### config.mk
export PLATFORM = sky130hd
export DESIGN_NAME = uart_rx_deframer
export DESIGN_NICKNAME = d
export VERILOG_FILES = /design/src/rtl/uart_rx_pkg.sv /design/src/rtl/uart_rx_fifo.sv /design/src/rtl/uart_rx_deframer.sv
export SDC_FILE = /design/constraint.sdc
export NUM_CORES = 1
export LEC_CHECK = 0
export CAP_MARGIN = 20
export CORE_ASPECT_RATIO = 1.5
export CORE_MARGIN = 2
export CORE_UTILIZATION = 30
export CTS_BUF_LIST = sky130_fd_sc_hd__clkbuf_16
export CTS_CLUSTER_SIZE = 12
export DETAILED_ROUTE_END_ITERATION = 8
export PLACE_DENSITY = 0.45
export SLEW_MARGIN = 5
export SYNTH_ARGS = -nofsm -noshare
export SYNTH_HDL_FRONTEND = slang
export SYNTH_SLANG_ARGS = --single-unit
### constraint.sdc
create_clock -name PCLK -period 2.9 [get_ports PCLK]
set_input_delay 0.725 -clock PCLK [delete_from_list [all_inputs] [get_ports PCLK]]
set_output_delay 0.725 -clock PCLK [all_outputs]
set_load 0.05 [all_outputs]
### src/rtl/uart_rx_pkg.sv
// Shared types and constants for the UART receive deframer.
// UART_RX_PARITY_EN adds the even-parity state to the state enum.
package uart_rx_pkg;

   localparam int unsigned DEF_CLKS_PER_BIT = 16;
   localparam int unsigned HALF_BIT         = DEF_CLKS_PER_BIT / 2;

   // Required XOR of data bits and parity bit for an even-parity frame.
   localparam logic PARITY_EVEN = 1'b0;

   typedef enum logic [2:0] {
      ST_IDLE,
      ST_START,
      ST_DATA,
      ST_STOP,
      ST_WAIT_IDLE
`ifdef UART_RX_PARITY_EN
      , ST_PARITY
`endif
   } state_t;

   // Bits needed to hold values 0 .. n-1.
   function automatic int unsigned cnt_w(input int unsigned n);
      return (n < 2) ? 1 : $clog2(n);
   endfunction

endpackage

### src/rtl/uart_rx_fifo.sv
// First-word-fall-through receive FIFO; a push while full is accepted
// only when a pop frees the head in the same cycle.
module uart_rx_fifo
   import uart_rx_pkg::*;
#(
   parameter int unsigned DEPTH = 4,
   parameter int unsigned WIDTH = 8
)
(
   input  logic                     clk,
   input  logic                     rst_n,
   input  logic                     push,
   input  logic [WIDTH-1:0]         wdata,
   input  logic                     pop,
   output logic [WIDTH-1:0]         rdata,
   output logic                     full,
   output logic                     empty,
   output logic [$clog2(DEPTH):0]   count
);

   localparam int unsigned AW = cnt_w(DEPTH);
   localparam int unsigned CW = $clog2(DEPTH) + 1;

   logic [WIDTH-1:0] mem [DEPTH];
   logic [AW-1:0]    wr_ptr;
   logic [AW-1:0]    rd_ptr;
   logic             do_push;
   logic             do_pop;

   assign empty   = (count == '0);
   assign full    = (count == CW'(DEPTH));
   assign do_pop  = pop && !empty;
   assign do_push = push && (!full || do_pop);
   assign rdata   = mem[rd_ptr];

   // Pointers wrap naturally because DEPTH is a power of two.
   always_ff @(posedge clk or negedge rst_n) begin
      if (!rst_n) begin
         wr_ptr <= '0;
         rd_ptr <= '0;
         count  <= '0;
         mem    <= '{default: '0};
      end else begin
         if (do_push) begin
            mem[wr_ptr] <= wdata;
            wr_ptr      <= wr_ptr + AW'(1);
         end
         if (do_pop) begin
            rd_ptr <= rd_ptr + AW'(1);
         end
         case ({do_push, do_pop})
            2'b10:   count <= count + CW'(1);
            2'b01:   count <= count - CW'(1);
            default: count <= count;
         endcase
      end
   end

endmodule

### src/rtl/uart_rx_deframer.sv
// UART receiver: synchronises serial_in, deframes 8N1 (or 8E1 with
// UART_RX_PARITY_EN defined) frames and buffers bytes in a FWFT FIFO.
module uart_rx_deframer
   import uart_rx_pkg::*;
#(
   parameter int unsigned CLKS_PER_BIT = DEF_CLKS_PER_BIT,
   parameter int unsigned DATA_BITS    = 8,
   parameter int unsigned FIFO_DEPTH   = 4
)
(
   input  logic                          PCLK,
   input  logic                          PRESETn,
   input  logic                          serial_in,
   output logic [DATA_BITS-1:0]          rx_data,
   output logic                          rx_valid,
   input  logic                          rx_ready,
   output logic [$clog2(FIFO_DEPTH):0]   fifo_count,
   output logic                          busy,
   output logic                          frame_err,
   output logic                          parity_err,
   output logic                          overrun,
   input  logic                          clr_err
);

   localparam int unsigned HALF = CLKS_PER_BIT / 2;
   localparam int unsigned CW   = cnt_w(CLKS_PER_BIT);
   localparam int unsigned IW   = cnt_w(DATA_BITS);

   state_t               state_q, state_d;
   logic [CW-1:0]        cnt_q, cnt_d;
   logic [IW-1:0]        idx_q, idx_d;
   logic [DATA_BITS-1:0] shift_q, shift_d;
   logic                 par_bad_q, par_bad_d;
   logic                 sync1, line_s, line_prev;
   logic                 tick;
   logic                 push_c;
   logic                 ferr_d, perr_d;
   logic                 pop;
   logic                 full;
   logic                 empty;

   assign rx_valid = !empty;
   assign pop      = rx_valid && rx_ready;

   // Two-flop synchroniser plus previous-sample flop for edge detection.
   always_ff @(posedge PCLK or negedge PRESETn) begin
      if (!PRESETn) begin
         sync1     <= 1'b1;
         line_s    <= 1'b1;
         line_prev <= 1'b1;
      end else begin
         sync1     <= serial_in;
         line_s    <= sync1;
         line_prev <= line_s;
      end
   end

   always_ff @(posedge PCLK or negedge PRESETn) begin
      if (!PRESETn) begin
         state_q    <= ST_IDLE;
         cnt_q      <= '0;
         idx_q      <= '0;
         shift_q    <= '0;
         par_bad_q  <= 1'b0;
         busy       <= 1'b0;
         frame_err  <= 1'b0;
         parity_err <= 1'b0;
      end else begin
         state_q    <= state_d;
         cnt_q      <= cnt_d;
         idx_q      <= idx_d;
         shift_q    <= shift_d;
         par_bad_q  <= par_bad_d;
         busy       <= (state_d != ST_IDLE);
         frame_err  <= ferr_d;
         parity_err <= perr_d;
      end
   end

   // Next-state logic: every sampling state counts down to a mid-bit tick.
   always_comb begin
      state_d   = state_q;
      cnt_d     = cnt_q;
      idx_d     = idx_q;
      shift_d   = shift_q;
      par_bad_d = par_bad_q;
      push_c    = 1'b0;
      ferr_d    = 1'b0;
      perr_d    = 1'b0;
      tick      = (cnt_q == '0);

      case (state_q)
         ST_IDLE: begin
            if (line_prev && !line_s) begin
               state_d   = ST_START;
               cnt_d     = CW'(HALF - 1);
               par_bad_d = 1'b0;
            end
         end
         ST_START: begin
            if (!tick) begin
               cnt_d = cnt_q - CW'(1);
            end else if (line_s) begin
               state_d = ST_IDLE;
            end else begin
               state_d = ST_DATA;
               cnt_d   = CW'(CLKS_PER_BIT - 1);
               idx_d   = '0;
            end
         end
         ST_DATA: begin
            if (!tick) begin
               cnt_d = cnt_q - CW'(1);
            end else begin
               shift_d = {line_s, shift_q[DATA_BITS-1:1]};
               cnt_d   = CW'(CLKS_PER_BIT - 1);
               if (idx_q == IW'(DATA_BITS - 1)) begin
`ifdef UART_RX_PARITY_EN
                  state_d = ST_PARITY;
`else
                  state_d = ST_STOP;
`endif
               end else begin
                  idx_d = idx_q + IW'(1);
               end
            end
         end
`ifdef UART_RX_PARITY_EN
         ST_PARITY: begin
            if (!tick) begin
               cnt_d = cnt_q - CW'(1);
            end else begin
               state_d = ST_STOP;
               cnt_d   = CW'(CLKS_PER_BIT - 1);
               if ((^shift_q ^ line_s) != PARITY_EVEN) begin
                  perr_d    = 1'b1;
                  par_bad_d = 1'b1;
               end
            end
         end
`endif
         ST_STOP: begin
            if (!tick) begin
               cnt_d = cnt_q - CW'(1);
            end else if (line_s) begin
               state_d = ST_IDLE;
               push_c  = !par_bad_q;
            end else begin
               state_d = ST_WAIT_IDLE;
               ferr_d  = 1'b1;
            end
         end
         ST_WAIT_IDLE: begin
            if (line_s) begin
               state_d = ST_IDLE;
            end
         end
         default: state_d = ST_IDLE;
      endcase
   end

   // Overrun: a good byte lost to a full FIFO; a new loss beats clr_err.
   always_ff @(posedge PCLK or negedge PRESETn) begin
      if (!PRESETn) begin
         overrun <= 1'b0;
      end else begin
         overrun <= (overrun && !clr_err) || (push_c && full && !pop);
      end
   end

   uart_rx_fifo #(
      .DEPTH (FIFO_DEPTH),
      .WIDTH (DATA_BITS)
   ) u_fifo (
      .clk   (PCLK),
      .rst_n (PRESETn),
      .push  (push_c),
      .wdata (shift_q),
      .pop   (pop),
      .rdata (rx_data),
      .full  (full),
      .empty (empty),
      .count (fifo_count)
   );

endmodule

==> implementation parameters, run 1 <==
Parameter                              Value

Setup path
  Endpoint of the worst-slack reg-to-reg timing path    u_fifo.count[2]
  Cell-by-cell trace of the critical path    mux4_2, clkdlybuf4s50_1
  Worst Path Class, Setup    reg2out
  Slowest Stage Delay on Critical Path    0.71 ns
  Kind of cell adding the most delay to the critical path    buffers and inverters
  Depth of the most critical reg-to-reg path    11
  Critical path startpoint category    flop
  Endpoint type of the worst setup path    output port
  Maximum fanout encountered on the critical timing path    2
  Startpoint of the most critical register-to-register path    cnt_q[0]
  Number of buffers and inverters on the critical path    1
  R2r setup slk    0.73 ns
  CP Launch Point    u_fifo.rd_ptr[0]
  Cell with the largest stage delay on the worst path    sky130_fd_sc_hd__clkdlybuf4s50_1
  Required time at the endpoint of the critical path    2.17 ns
  CP Data Arrival Time    1.90 ns

Power and ir drop
  Power per unit of standard cell area    806 nW/um^2
  Worst IR Drop VDD    366 uV
  Static power due to leakage    1.81 nW
  Total power consumption of the routed design    2.97 mW

Global routing
  Wire length of the first global-routing pass    9990 um
  Antenna violations before repair    0
  Vias in the first global route    1943
  Overall global routing resource usage    12.0%
  Maximum number of pins on one net before global-route repair    39
  GR Overflow Total    0

STA
  Pin slew with the least headroom to its limit    0.612 ns
  Relative slew slack    59.2%
  Number of max-slew violations in the final report    0
  Number of setup violations in the final report    0
  Final worst-path cycle share    90.5%
  Clock period minus final worst setup slack    2.62 ns
  Final Hold Viols    0
  Setup WS post-layout    0.275 ns
  Fin Clk Skew    0.00400 ns
  Accumulated negative setup slack    0 ns
  Highest clock rate    0.381 GHz
  Worst slack on hold paths    0.355 ns
  Unrepaired setup endpoints after global routing    no

Hold path
  Critical hold path startpoint    sync1
  Worst Hold Endpoint    line_s
  Instance count along the most critical hold path    0
  Worst min-delay path category    reg2reg

Die
  Number of ports placed on the die boundary    21
  Core Rows    45
  Placeable core region    10100 um^2
  Die Wd    86.7 um
  Initial Util    30.6%
  Chip height    128 um
  Total Die Area    11100 um^2

Logic synthesis
  Net count after synthesis    230
  Post-synthesis area per instance    14.3 um^2
  Yosys warning count    0
  Number of unique standard cell types used by synthesis    43
  Cells after synthesis    216
  Number of register bits inferred by synthesis    63
  Sequential cell area fraction in the yosys report    51.3%
  Area of the mapped netlist    3080 um^2

Finish
  Post-layout utilization of the core    36.6%
  Final cell count without fillers    366
  Fill cells    974
  Number of diodes added for antenna fixing    0
  Synth-to-layout area growth    19.8%
  Share of final-layout standard cells stronger than drive strength 1    34.1%
  Area of all placed cells without fillers    3690 um^2
  Number of nets in the final layout    258

Clock tree
  Deepest clock path buffer count    2
  Clock root buffer master    sky130_fd_sc_hd__clkbuf_16
  Later-pin clock latency in the skew report    0.33 ns
  Post CTS Setup Buffer Count    0
  Number of instances resized during post-cts repair    0
  Number of buffers inserted by hold repair at cts    0
  Number of levels the H-tree was split into    3
  Num CTS Buffers    9
  CTS tree    built
  Clock transition at the register clock pins on the worst setup and hold paths after CTS    0.05 ns
  # clock sinks    63

Placed design
  Number of input and output port buffers inserted    19
  Dpl hpwl    3960 um
  DP Cell Count    350
  DP Area    3410 um^2
  Dpl ws    0.00507 ns
  Global placer's final weighted congestion    0.713

Detailed routing
  Vias per cell    4.74
  # DRC    0
  Final WL    5790 um
  First drt pass iteration count    4
  Number of nets with antenna violations after routing    0
  DRC violation total after the first TritonRoute iteration    52
  Average detailed-routed wire length per instance    15.8 um
  Total number of vias    1735

Job
  Max-cap check violation count    0

Run status
  Run status    completed
## Yosys cell counts
| cell | number | area share (%) |
|---|---|---|
| sky130_fd_sc_hd__dfrtp_1 | 60 | 49 |
| sky130_fd_sc_hd__mux2_4 | 32 | 16 |
| sky130_fd_sc_hd__inv_1 | 13 | 1.6 |
| sky130_fd_sc_hd__nand2_1 | 12 | 1.5 |
| sky130_fd_sc_hd__mux2_2 | 9 | 3.3 |
| sky130_fd_sc_hd__o21ai_0 | 9 | 1.5 |
| sky130_fd_sc_hd__ha_1 | 8 | 3.2 |
| sky130_fd_sc_hd__mux4_2 | 8 | 5.8 |
| sky130_fd_sc_hd__nor2_1 | 8 | 0.97 |
| sky130_fd_sc_hd__clkbuf_1 | 4 | 0.49 |
| sky130_fd_sc_hd__mux2i_1 | 4 | 1.3 |
| sky130_fd_sc_hd__nand2_8 | 4 | 2.6 |
| sky130_fd_sc_hd__xnor2_1 | 4 | 1.1 |
| sky130_fd_sc_hd__a21oi_1 | 3 | 0.49 |
| sky130_fd_sc_hd__dfstp_2 | 3 | 2.6 |
| sky130_fd_sc_hd__nand2b_1 | 3 | 0.61 |
| sky130_fd_sc_hd__xor2_1 | 3 | 0.85 |
| sky130_fd_sc_hd__a21o_1 | 2 | 0.49 |
| sky130_fd_sc_hd__nor3b_1 | 2 | 0.49 |
| sky130_fd_sc_hd__o21a_1 | 2 | 0.49 |
| sky130_fd_sc_hd__a21boi_0 | 1 | 0.24 |
| sky130_fd_sc_hd__a221oi_1 | 1 | 0.28 |
| sky130_fd_sc_hd__a2bb2oi_1 | 1 | 0.28 |
| sky130_fd_sc_hd__a31oi_1 | 1 | 0.20 |
| sky130_fd_sc_hd__and2_1 | 1 | 0.20 |
| sky130_fd_sc_hd__and4bb_1 | 1 | 0.41 |
| sky130_fd_sc_hd__buf_1 | 1 | 0.12 |
| sky130_fd_sc_hd__buf_2 | 1 | 0.16 |
| sky130_fd_sc_hd__buf_4 | 1 | 0.24 |
| sky130_fd_sc_hd__buf_6 | 1 | 0.37 |
| sky130_fd_sc_hd__conb_1 | 1 | 0.12 |
| sky130_fd_sc_hd__fa_1 | 1 | 0.65 |
| sky130_fd_sc_hd__nand3_1 | 1 | 0.16 |
| sky130_fd_sc_hd__nor2b_1 | 1 | 0.20 |
| sky130_fd_sc_hd__nor3_1 | 1 | 0.16 |
| sky130_fd_sc_hd__nor4b_1 | 1 | 0.28 |
| sky130_fd_sc_hd__nor4b_4 | 1 | 0.77 |
| sky130_fd_sc_hd__o22a_1 | 1 | 0.28 |
| sky130_fd_sc_hd__o22ai_1 | 1 | 0.20 |
| sky130_fd_sc_hd__o31ai_1 | 1 | 0.24 |
| sky130_fd_sc_hd__or2_2 | 1 | 0.20 |
| sky130_fd_sc_hd__or3_1 | 1 | 0.20 |
| sky130_fd_sc_hd__or3b_2 | 1 | 0.28 |
## cell type report
| class | instances | area, um^2 | area share, % |
|---|---|---|---|
| clock buffers | 9 | 225 | 6.10 |
| clock inverters | 7 | 55.1 | 1.49 |
| inverters | 13 | 48.8 | 1.32 |
| multi-input cells | 132 | 1410 | 38.2 |
| flip-flops and latches | 63 | 1580 | 42.8 |
| well taps | 117 | 146 | 3.97 |
| repair buffers | 25 | 225 | 6.10 |
## layout by cell type, fill, tap and decap left out, types with 9 or more instances in the layout
cell type                         instances
sky130_fd_sc_hd__dfrtp_1                 60
sky130_fd_sc_hd__nand2_1                 12
sky130_fd_sc_hd__o21ai_0                  9
sky130_fd_sc_hd__buf_4                   12
sky130_fd_sc_hd__clkbuf_16                9
sky130_fd_sc_hd__inv_1                   14
sky130_fd_sc_hd__mux2_2                   9
sky130_fd_sc_hd__clkdlybuf4s50_1         11
sky130_fd_sc_hd__mux2_4                  32
## state kept, by name, summed over array words and instances, names as in the netlist, 2 cells and up
signal and count:
u_fifo.mem 32, u_fifo.count 3, state_q 3, idx_q 3
shift_q 8, cnt_q 4, u_fifo.rd_ptr 2, u_fifo.wr_ptr 2
## logic make-up after synthesis
kind of cell / after synthesis / synth area share [%]
other cells: 1 / 0.122
flops: 63 / 51.3
mux: 53 / 26.0
xor+xnor: 7 / 1.99
buf+inv: 21 / 2.96
simple gates: 39 / 9.02
compound gates: 23 / 4.67
fa+ha+maj: 9 / 3.90
## how the worst max path moves through the flow
| stage | to | slack, ns | cells after the start |
|---|---|---|---|
| floorplan | u_fifo.count[2] | 0.44 | 8 |
| global placement | u_fifo.count[2] | 0.04 | 10 |
| detailed placement | u_fifo.count[2] | 0.005 | 10 |
| CTS | rx_data[3] | 0.25 | 2 |
| global route | rx_data[3] | 0.20 | 2 |
| finish | rx_data[3] | 0.28 | 2 |
## layer usage
layer | track usage (%) | part of all wire, % | vias to the layer above
met1 | 14.0 | 43 | 887
met4 | 6.16 | 2.3 | 0
li1 | - | - | 810
met5 | 0 | 0 | -
met2 | 20.1 | 51 | 27
met3 | 3.28 | 3.2 | 11
## power breakdown
part           total, mW  internal [mW]  switching, mW
logic              0.833          0.362          0.470
clock network       1.02          0.649          0.368
registers           1.13          0.993          0.132
(Power assumes the default switching activity.)
==> inputs of run 2 (changes only) <==
--- a/config.mk
+++ b/config.mk
@@ -12,7 +12,7 @@
 export CTS_BUF_LIST = sky130_fd_sc_hd__clkbuf_16
 export CTS_CLUSTER_SIZE = 12
 export DETAILED_ROUTE_END_ITERATION = 8
-export PLACE_DENSITY = 0.45
+export PLACE_DENSITY = 0.47
 export SLEW_MARGIN = 5
 export SYNTH_ARGS = -nofsm -noshare
 export SYNTH_HDL_FRONTEND = slang
==> constraint.sdc (replaced) <==
create_clock -name PCLK -period 2.2 [get_ports PCLK]
set_input_delay 0.55 -clock PCLK [delete_from_list [all_inputs] [get_ports PCLK]]
set_output_delay 0.55 -clock PCLK [all_outputs]
set_load 0.05 [all_outputs]
==> run 2 against run 1 <==
  * Hold slack got worse by 0.12 ns
  * Utilization rose by 1.1 points
  * Final area is 2.9% higher
  * Power up 37%
  * First-iteration DRC count is 7.7% higher
  * Sequential share of layout area fell by 1.1 points
  * Largest cell class unchanged
==> implementation parameters, run 2 (synthesis gave the netlist of run 1 again) <==
Parameter                              Value

Finish
  Registers with the most flip-flops    u_fifo.mem x32, shift_q x8, cnt_q x4 (unchanged)
  Commonest non-fill, non-tap cell in the layout    sky130_fd_sc_hd__dfrtp_1 (unchanged)
  Fill cells    974 (unchanged)
  Synth-to-layout area growth    23.2% (was 19.8%)
  Most frequent cells in the layout    sky130_fd_sc_hd__dfrtp_1, sky130_fd_sc_hd__mux2_4, sky130_fd_sc_hd__buf_4 (was sky130_fd_sc_hd__dfrtp_1, sky130_fd_sc_hd__mux2_4, sky130_fd_sc_hd__inv_1)
  Post-layout utilization of the core    37.7% (was 36.6%)
  Number of diodes added for antenna fixing    0 (unchanged)
  Final cell count without fillers    374 (was 366)
  Number of nets in the final layout    266 (was 258)
  Flip-flop count of the largest register, all copies and words added    32 (unchanged)
  Register with the most flip-flops    u_fifo.mem (unchanged)
  Share of final-layout standard cells stronger than drive strength 1    42.4% (was 34.1%)

Placed design
  DP Cell Count    355 (was 350)
  Number of input and output port buffers inserted    19 (unchanged)
  Global placer's final weighted congestion    0.725 (was 0.713)
  Dpl hpwl    3730 um (was 3960 um)

Clock tree
  Deepest clock path buffer count    2 (unchanged)
  CTS tree    built (unchanged)
  Later-pin clock latency in the skew report    0.32 ns (was 0.33 ns)
  Number of buffers inserted by hold repair at cts    0 (unchanged)
  Clock root buffer master    sky130_fd_sc_hd__clkbuf_16 (unchanged)
  Clock transition at the register clock pins on the worst setup and hold paths after CTS    0.05 ns (about the same)
  # clock sinks    63 (unchanged)
  Num CTS Buffers    9 (unchanged)
  Number of levels the H-tree was split into    3 (unchanged)

Setup path
  Maximum fanout encountered on the critical timing path    9 (was 2)
  CP Data Arrival Time    1.58 ns (was 1.90 ns)
  Endpoint of the worst-slack reg-to-reg timing path    u_fifo.mem[31] (was u_fifo.count[2])
  Startpoint of the most critical register-to-register path    cnt_q[0] (unchanged)
  Endpoint type of the worst setup path    output port (unchanged)
  Critical path startpoint category    flop (unchanged)
  Required time at the endpoint of the critical path    1.65 ns (was 2.17 ns)
  Worst Path Class, Setup    reg2out (unchanged)
  Depth of the most critical reg-to-reg path    8 (was 11)
  R2r setup slk    0.10 ns (was 0.73 ns)

Die
  Total Die Area    11100 um^2 (unchanged)
  Die Wd    86.7 um (unchanged)
  Number of ports placed on the die boundary    21 (unchanged)
  Initial Util    30.6% (unchanged)
  Core Rows    45 (unchanged)
  Placeable core region    10100 um^2 (unchanged)
  Chip height    128 um (unchanged)

Detailed routing
  Vias per cell    4.60 (was 4.74)
  # DRC    0 (unchanged)
  DRT met1 WL    2570 um (was 2500 um)
  Average detailed-routed wire length per instance    15.6 um (was 15.8 um)
  Detailed route wirelength on metal2    2980 um (was 2970 um)
  Total number of vias    1719 (was 1735)
  Number of nets with antenna violations after routing    0 (unchanged)
  DRC violation total after the first TritonRoute iteration    56 (was 52)
  First drt pass iteration count    4 (unchanged)
  Max layer used    met4 (unchanged)
  Final WL    5830 um (was 5790 um)
  Routed wire length on met3    167 um (was 185 um)

Power and ir drop
  Power per unit of standard cell area    1070 nW/um^2 (was 806 nW/um^2)
  Static power due to leakage    1.86 nW (was 1.81 nW)
  Worst IR Drop VDD    589 uV (was 366 uV)

Run status
  Run status    completed (unchanged)

STA
  Worst slack on hold paths    0.238 ns (was 0.355 ns)
  Final worst-path cycle share    96.6%
  Clock period minus final worst setup slack    2.13 ns
  Highest clock rate    0.470 GHz
  Number of max-slew violations in the final report    0 (unchanged)
  Number of setup violations in the final report    0 (unchanged)
  Final Hold Viols    0 (unchanged)
  Fin Clk Skew    0.00472 ns (was 0.00400 ns)

Global routing
  GR Overflow Total    0 (unchanged)
  Wire length of the first global-routing pass    9480 um (was 9990 um)
  Maximum number of pins on one net before global-route repair    64 (was 39)
  Antenna violations before repair    0 (unchanged)
  Overall global routing resource usage    11.5% (was 12.0%)
  Vias in the first global route    1834 (was 1943)

Hold path
  Worst min-delay path category    in2async (was reg2reg)

Job
  Max-cap check violation count    0 (unchanged)
run 2: repair_timing:
action	in CTS	in global routing
pin swaps	2	6
buffers inserted	1	2
endpoints found under the setup margin	5	31
resized for setup	4	5
run 2: worst max-delay path by stage:
stage                           startpoint              end  slack [ns]  depth (start not counted)
after CTS                 u_fifo.rd_ptr[0]       rx_data[6]        0.04                          3
after global placement            rx_ready  u_fifo.count[2]       -0.43                         10
after floorplan            u_fifo.count[0]  u_fifo.count[2]       -0.03                         10
after detailed placement          rx_ready  u_fifo.count[2]       -0.47                         10
after global routing              cnt_q[0]  u_fifo.count[2]       -0.01                         11
final                     u_fifo.rd_ptr[0]       rx_data[6]        0.07                          3
run 2: final cells by class:
class / count / area [um^2] / share of cell area [%]
clock buffers: 9 / 225 / 5.93
clock inverters: 7 / 55.1 / 1.45
inverters: 13 / 51.3 / 1.35
multi-input cells: 132 / 1460 / 38.4
flip-flops and latches: 63 / 1590 / 41.8
well taps: 117 / 146 / 3.86
repair buffers: 33 / 277 / 7.28
run 2: worst max-delay path, cell delays in order (launching register included):
cell	delay [ns]
sky130_fd_sc_hd__dfrtp_1	0.33
sky130_fd_sc_hd__buf_6	0.18
sky130_fd_sc_hd__mux4_2	0.53
sky130_fd_sc_hd__buf_4	0.21
run 2: metal layers:
layer	vias to the layer above	track usage, %
li1	824	-
met2	22	18.2
met3	9	3.28
met5	-	0
met1	864	13.9
met4	0	6.34
run 2: power breakdown:
part           leakage [nW]  internal, mW  switching [mW]
logic                 0.889         0.570           0.667
registers             0.828          1.32           0.172
clock network         0.143         0.855           0.481
total                  1.86          2.74            1.32
run 2: metrics by stage:
| stage | instance area, um^2 | total power [mW] | setup TNS (ns) | setup slack [ns] |
|---|---|---|---|---|
| floorplan | 3130 | 2.35 | -0.0308 | -0.0308 |
| global placement | 3480 | 2.69 | -7.84 | -0.434 |
| detailed placement | 3480 | 2.71 | -8.60 | -0.471 |
| CTS | 3770 | 4.09 | 0 | 0.0353 |
| global route | 3800 | 4.31 | -0.0120 | -0.0120 |
| finish | 3800 | 4.06 | 0 | 0.0737 |
==> inputs of run 3 (changes only) <==
--- a/config.mk
+++ b/config.mk
@@ -7,12 +7,13 @@
 export LEC_CHECK = 0
 export CAP_MARGIN = 20
 export CORE_ASPECT_RATIO = 1.5
-export CORE_MARGIN = 2
+export CORE_MARGIN = 1.5
 export CORE_UTILIZATION = 30
 export CTS_BUF_LIST = sky130_fd_sc_hd__clkbuf_16
 export CTS_CLUSTER_SIZE = 12
 export DETAILED_ROUTE_END_ITERATION = 8
 export PLACE_DENSITY = 0.47
+export RECOVER_POWER = 50
 export SLEW_MARGIN = 5
 export SYNTH_ARGS = -nofsm -noshare
 export SYNTH_HDL_FRONTEND = slang
==> run 3 against run 2 <==
  * Utilization is essentially flat
  * Die area shrank 1.9%
  * Sequential share of layout area is essentially flat
  * Critical endpoint is now rx_data[5]
  * Largest cell class unchanged
==> implementation parameters, run 3 (synthesis gave the netlist of run 1 again) <==
Parameter                              Value

STA
  Fin Clk Skew    0.00578 ns (was 0.00472 ns)
  Highest clock rate    0.470 GHz (about the same)
  Number of setup violations in the final report    0 (unchanged)
  Clock period minus final worst setup slack    2.13 ns (about the same)
  Relative slew slack    48.0%
  Final worst-path cycle share    96.7% (was 96.6%)
  Worst slack on hold paths    0.216 ns (was 0.238 ns)
  Unrepaired setup endpoints after global routing    no
  Final Hold Viols    0 (unchanged)
  Number of max-slew violations in the final report    0 (unchanged)
  Accumulated negative setup slack    0 ns (unchanged)
  Pin slew with the least headroom to its limit    0.780 ns

Placed design
  Number of input and output port buffers inserted    19 (unchanged)
  Dpl hpwl    4060 um (was 3730 um)
  Global placer's final weighted congestion    0.734 (was 0.725)
  DP Area    3500 um^2 (was 3480 um^2)
  DP Cell Count    356 (was 355)

Clock tree
  CTS tree    built (unchanged)
  # clock sinks    63 (unchanged)
  Clock root buffer master    sky130_fd_sc_hd__clkbuf_16 (unchanged)
  Deepest clock path buffer count    2 (unchanged)
  Number of levels the H-tree was split into    3 (unchanged)
  Later-pin clock latency in the skew report    0.32 ns (about the same)
  Num CTS Buffers    9 (unchanged)
  Number of buffers inserted by hold repair at cts    0 (unchanged)
  Clock transition at the register clock pins on the worst setup and hold paths after CTS    0.05 ns (about the same)

Finish
  Flip-flop count of the largest register, all copies and words added    32 (unchanged)
  Commonest non-fill, non-tap cell in the layout    sky130_fd_sc_hd__dfrtp_1 (unchanged)
  Number of diodes added for antenna fixing    0 (unchanged)
  Footprint of the multi-input gates    1450 um^2 (was 1460 um^2)
  Fill cells    961 (was 974)
  Registers with the most flip-flops    u_fifo.mem x32, shift_q x8, cnt_q x4 (unchanged)
  Final cell count without fillers    373 (was 374)
  Register cell area after layout    1580 um^2 (was 1590 um^2)
  Share of final-layout standard cells stronger than drive strength 1    40.6% (was 42.4%)
  Synth-to-layout area growth    23.3% (was 23.2%)
  Area of all placed cells without fillers    3800 um^2 (about the same)
  Most frequent cells in the layout    sky130_fd_sc_hd__dfrtp_1, sky130_fd_sc_hd__mux2_4, sky130_fd_sc_hd__buf_4 (unchanged)
  Register with the most flip-flops    u_fifo.mem (unchanged)
  Number of nets in the final layout    266 (unchanged)

Setup path
  Endpoint type of the worst setup path    output port (unchanged)
  Critical path startpoint category    flop (unchanged)
  Cell-by-cell trace of the critical path    buf_12, mux4_2, buf_4 (was buf_6, mux4_2, buf_4)
  Kind of cell adding the most delay to the critical path    multiplexers (unchanged)
  Number of buffers and inverters on the critical path    2 (unchanged)
  Cell with the largest stage delay on the worst path    sky130_fd_sc_hd__mux4_2 (unchanged)
  CP Data Arrival Time    1.58 ns (about the same)
  Maximum fanout encountered on the critical timing path    8 (was 9)
  Slowest Stage Delay on Critical Path    0.51 ns (was 0.53 ns)
  Worst Path Class, Setup    reg2out (unchanged)
  Required time at the endpoint of the critical path    1.65 ns (about the same)

Detailed routing
  Vias per cell    4.68 (was 4.60)
  DRC violation total after the first TritonRoute iteration    62 (was 56)
  Number of nets with antenna violations after routing    0 (unchanged)
  Total number of vias    1747 (was 1719)
  Final WL    5930 um (was 5830 um)
  Average detailed-routed wire length per instance    15.9 um (was 15.6 um)
  # DRC    0 (unchanged)
  First drt pass iteration count    4 (unchanged)

Global routing
  Wire length of the first global-routing pass    9820 um (was 9480 um)
  Vias in the first global route    1811 (was 1834)
  GR Overflow Total    0 (unchanged)
  Antenna violations before repair    0 (unchanged)
  Maximum number of pins on one net before global-route repair    32 (was 64)
  Overall global routing resource usage    12.0% (was 11.5%)

Die
  Die Wd    85.7 um (was 86.7 um)
  Chip height    127 um (was 128 um)
  Core Rows    45 (unchanged)
  Total Die Area    10900 um^2 (was 11100 um^2)
  Initial Util    30.6% (unchanged)
  Placeable core region    10100 um^2 (unchanged)
  Number of ports placed on the die boundary    21 (unchanged)

Power and ir drop
  Static power due to leakage    1.86 nW (about the same)
  Power per unit of standard cell area    1100 nW/um^2 (was 1070 nW/um^2)
  Total power consumption of the routed design    4.18 mW (was 4.06 mW)
  Worst IR Drop VDD    617 uV (was 589 uV)

Run status
  Run status    completed (unchanged)

Hold path
  Worst min-delay path category    in2async (unchanged)

Job
  Max-cap check violation count    0 (unchanged)
run 3: changes by cell type in the layout (fill, tap and decap cells not counted), sizes merged:
cell	delta
clkdlybuf4s50	-1
bufinv	+1
dlygate4sd2	+1
clkinv	-2
buf	-4
dlygate4sd3	+1
clkbuf	+3
run 3: worst paths after layout:
kind / startpoint / endpoint / slack [ns] / cells after the start
max: u_fifo.rd_ptr[0] / rx_data[5] / 0.07 / 3
min: PRESETn / u_fifo.mem[9] / 0.22 / 1
max reg2reg: cnt_q[0] / u_fifo.count[2] / 0.11 / 11
min reg2reg: sync1 / line_s / 0.36 / 0
max in group asynchronous: PRESETn / u_fifo.count[1] / 0.75 / 2
min in group PCLK: sync1 / line_s / 0.36 / 0
run 3: cell type report:
type | count | area share [%]
well taps | 117 | 3.86
repair buffers | 33 | 7.02
flip-flops and latches | 63 | 41.7
multi-input cells | 132 | 38.1
clock buffers | 9 | 5.93
inverters | 13 | 1.35
clock inverters | 6 | 2.04
run 3: metrics by stage:
step / setup WS (ns) / utilization, %
after floorplan: -0.0308 / -
final: 0.0719 / 37.7
after detailed placement: -0.475 / 34.7
after global routing: 0.0109 / 37.7
after CTS: 0.0416 / 37.8
after global placement: -0.389 / 34.7
run 3: routing by layer:
layer / track usage, % / wire [um] / part of all wire, %
met2: 19.1 / 2950 / 50
met4: 5.50 / 104 / 1.8
met5: 0 / 0 / 0
met1: 14.8 / 2700 / 45
met3: 3.75 / 183 / 3.1
run 3: power breakdown:
group / switching [mW] / internal, mW / total (mW) / leakage [nW]
Clock: 0.482 / 0.972 / 1.45 / 0.154
Combinational: 0.660 / 0.568 / 1.23 / 0.880
Sequential: 0.188 / 1.31 / 1.50 / 0.829
run 3: what timing repair did:
action | 4_1_cts | 5_1_grt
gates resized for setup | 2 | 1
pin swaps | 1 | 4
setup endpoints to repair | 2 | 2
buffers inserted | 1 | 1
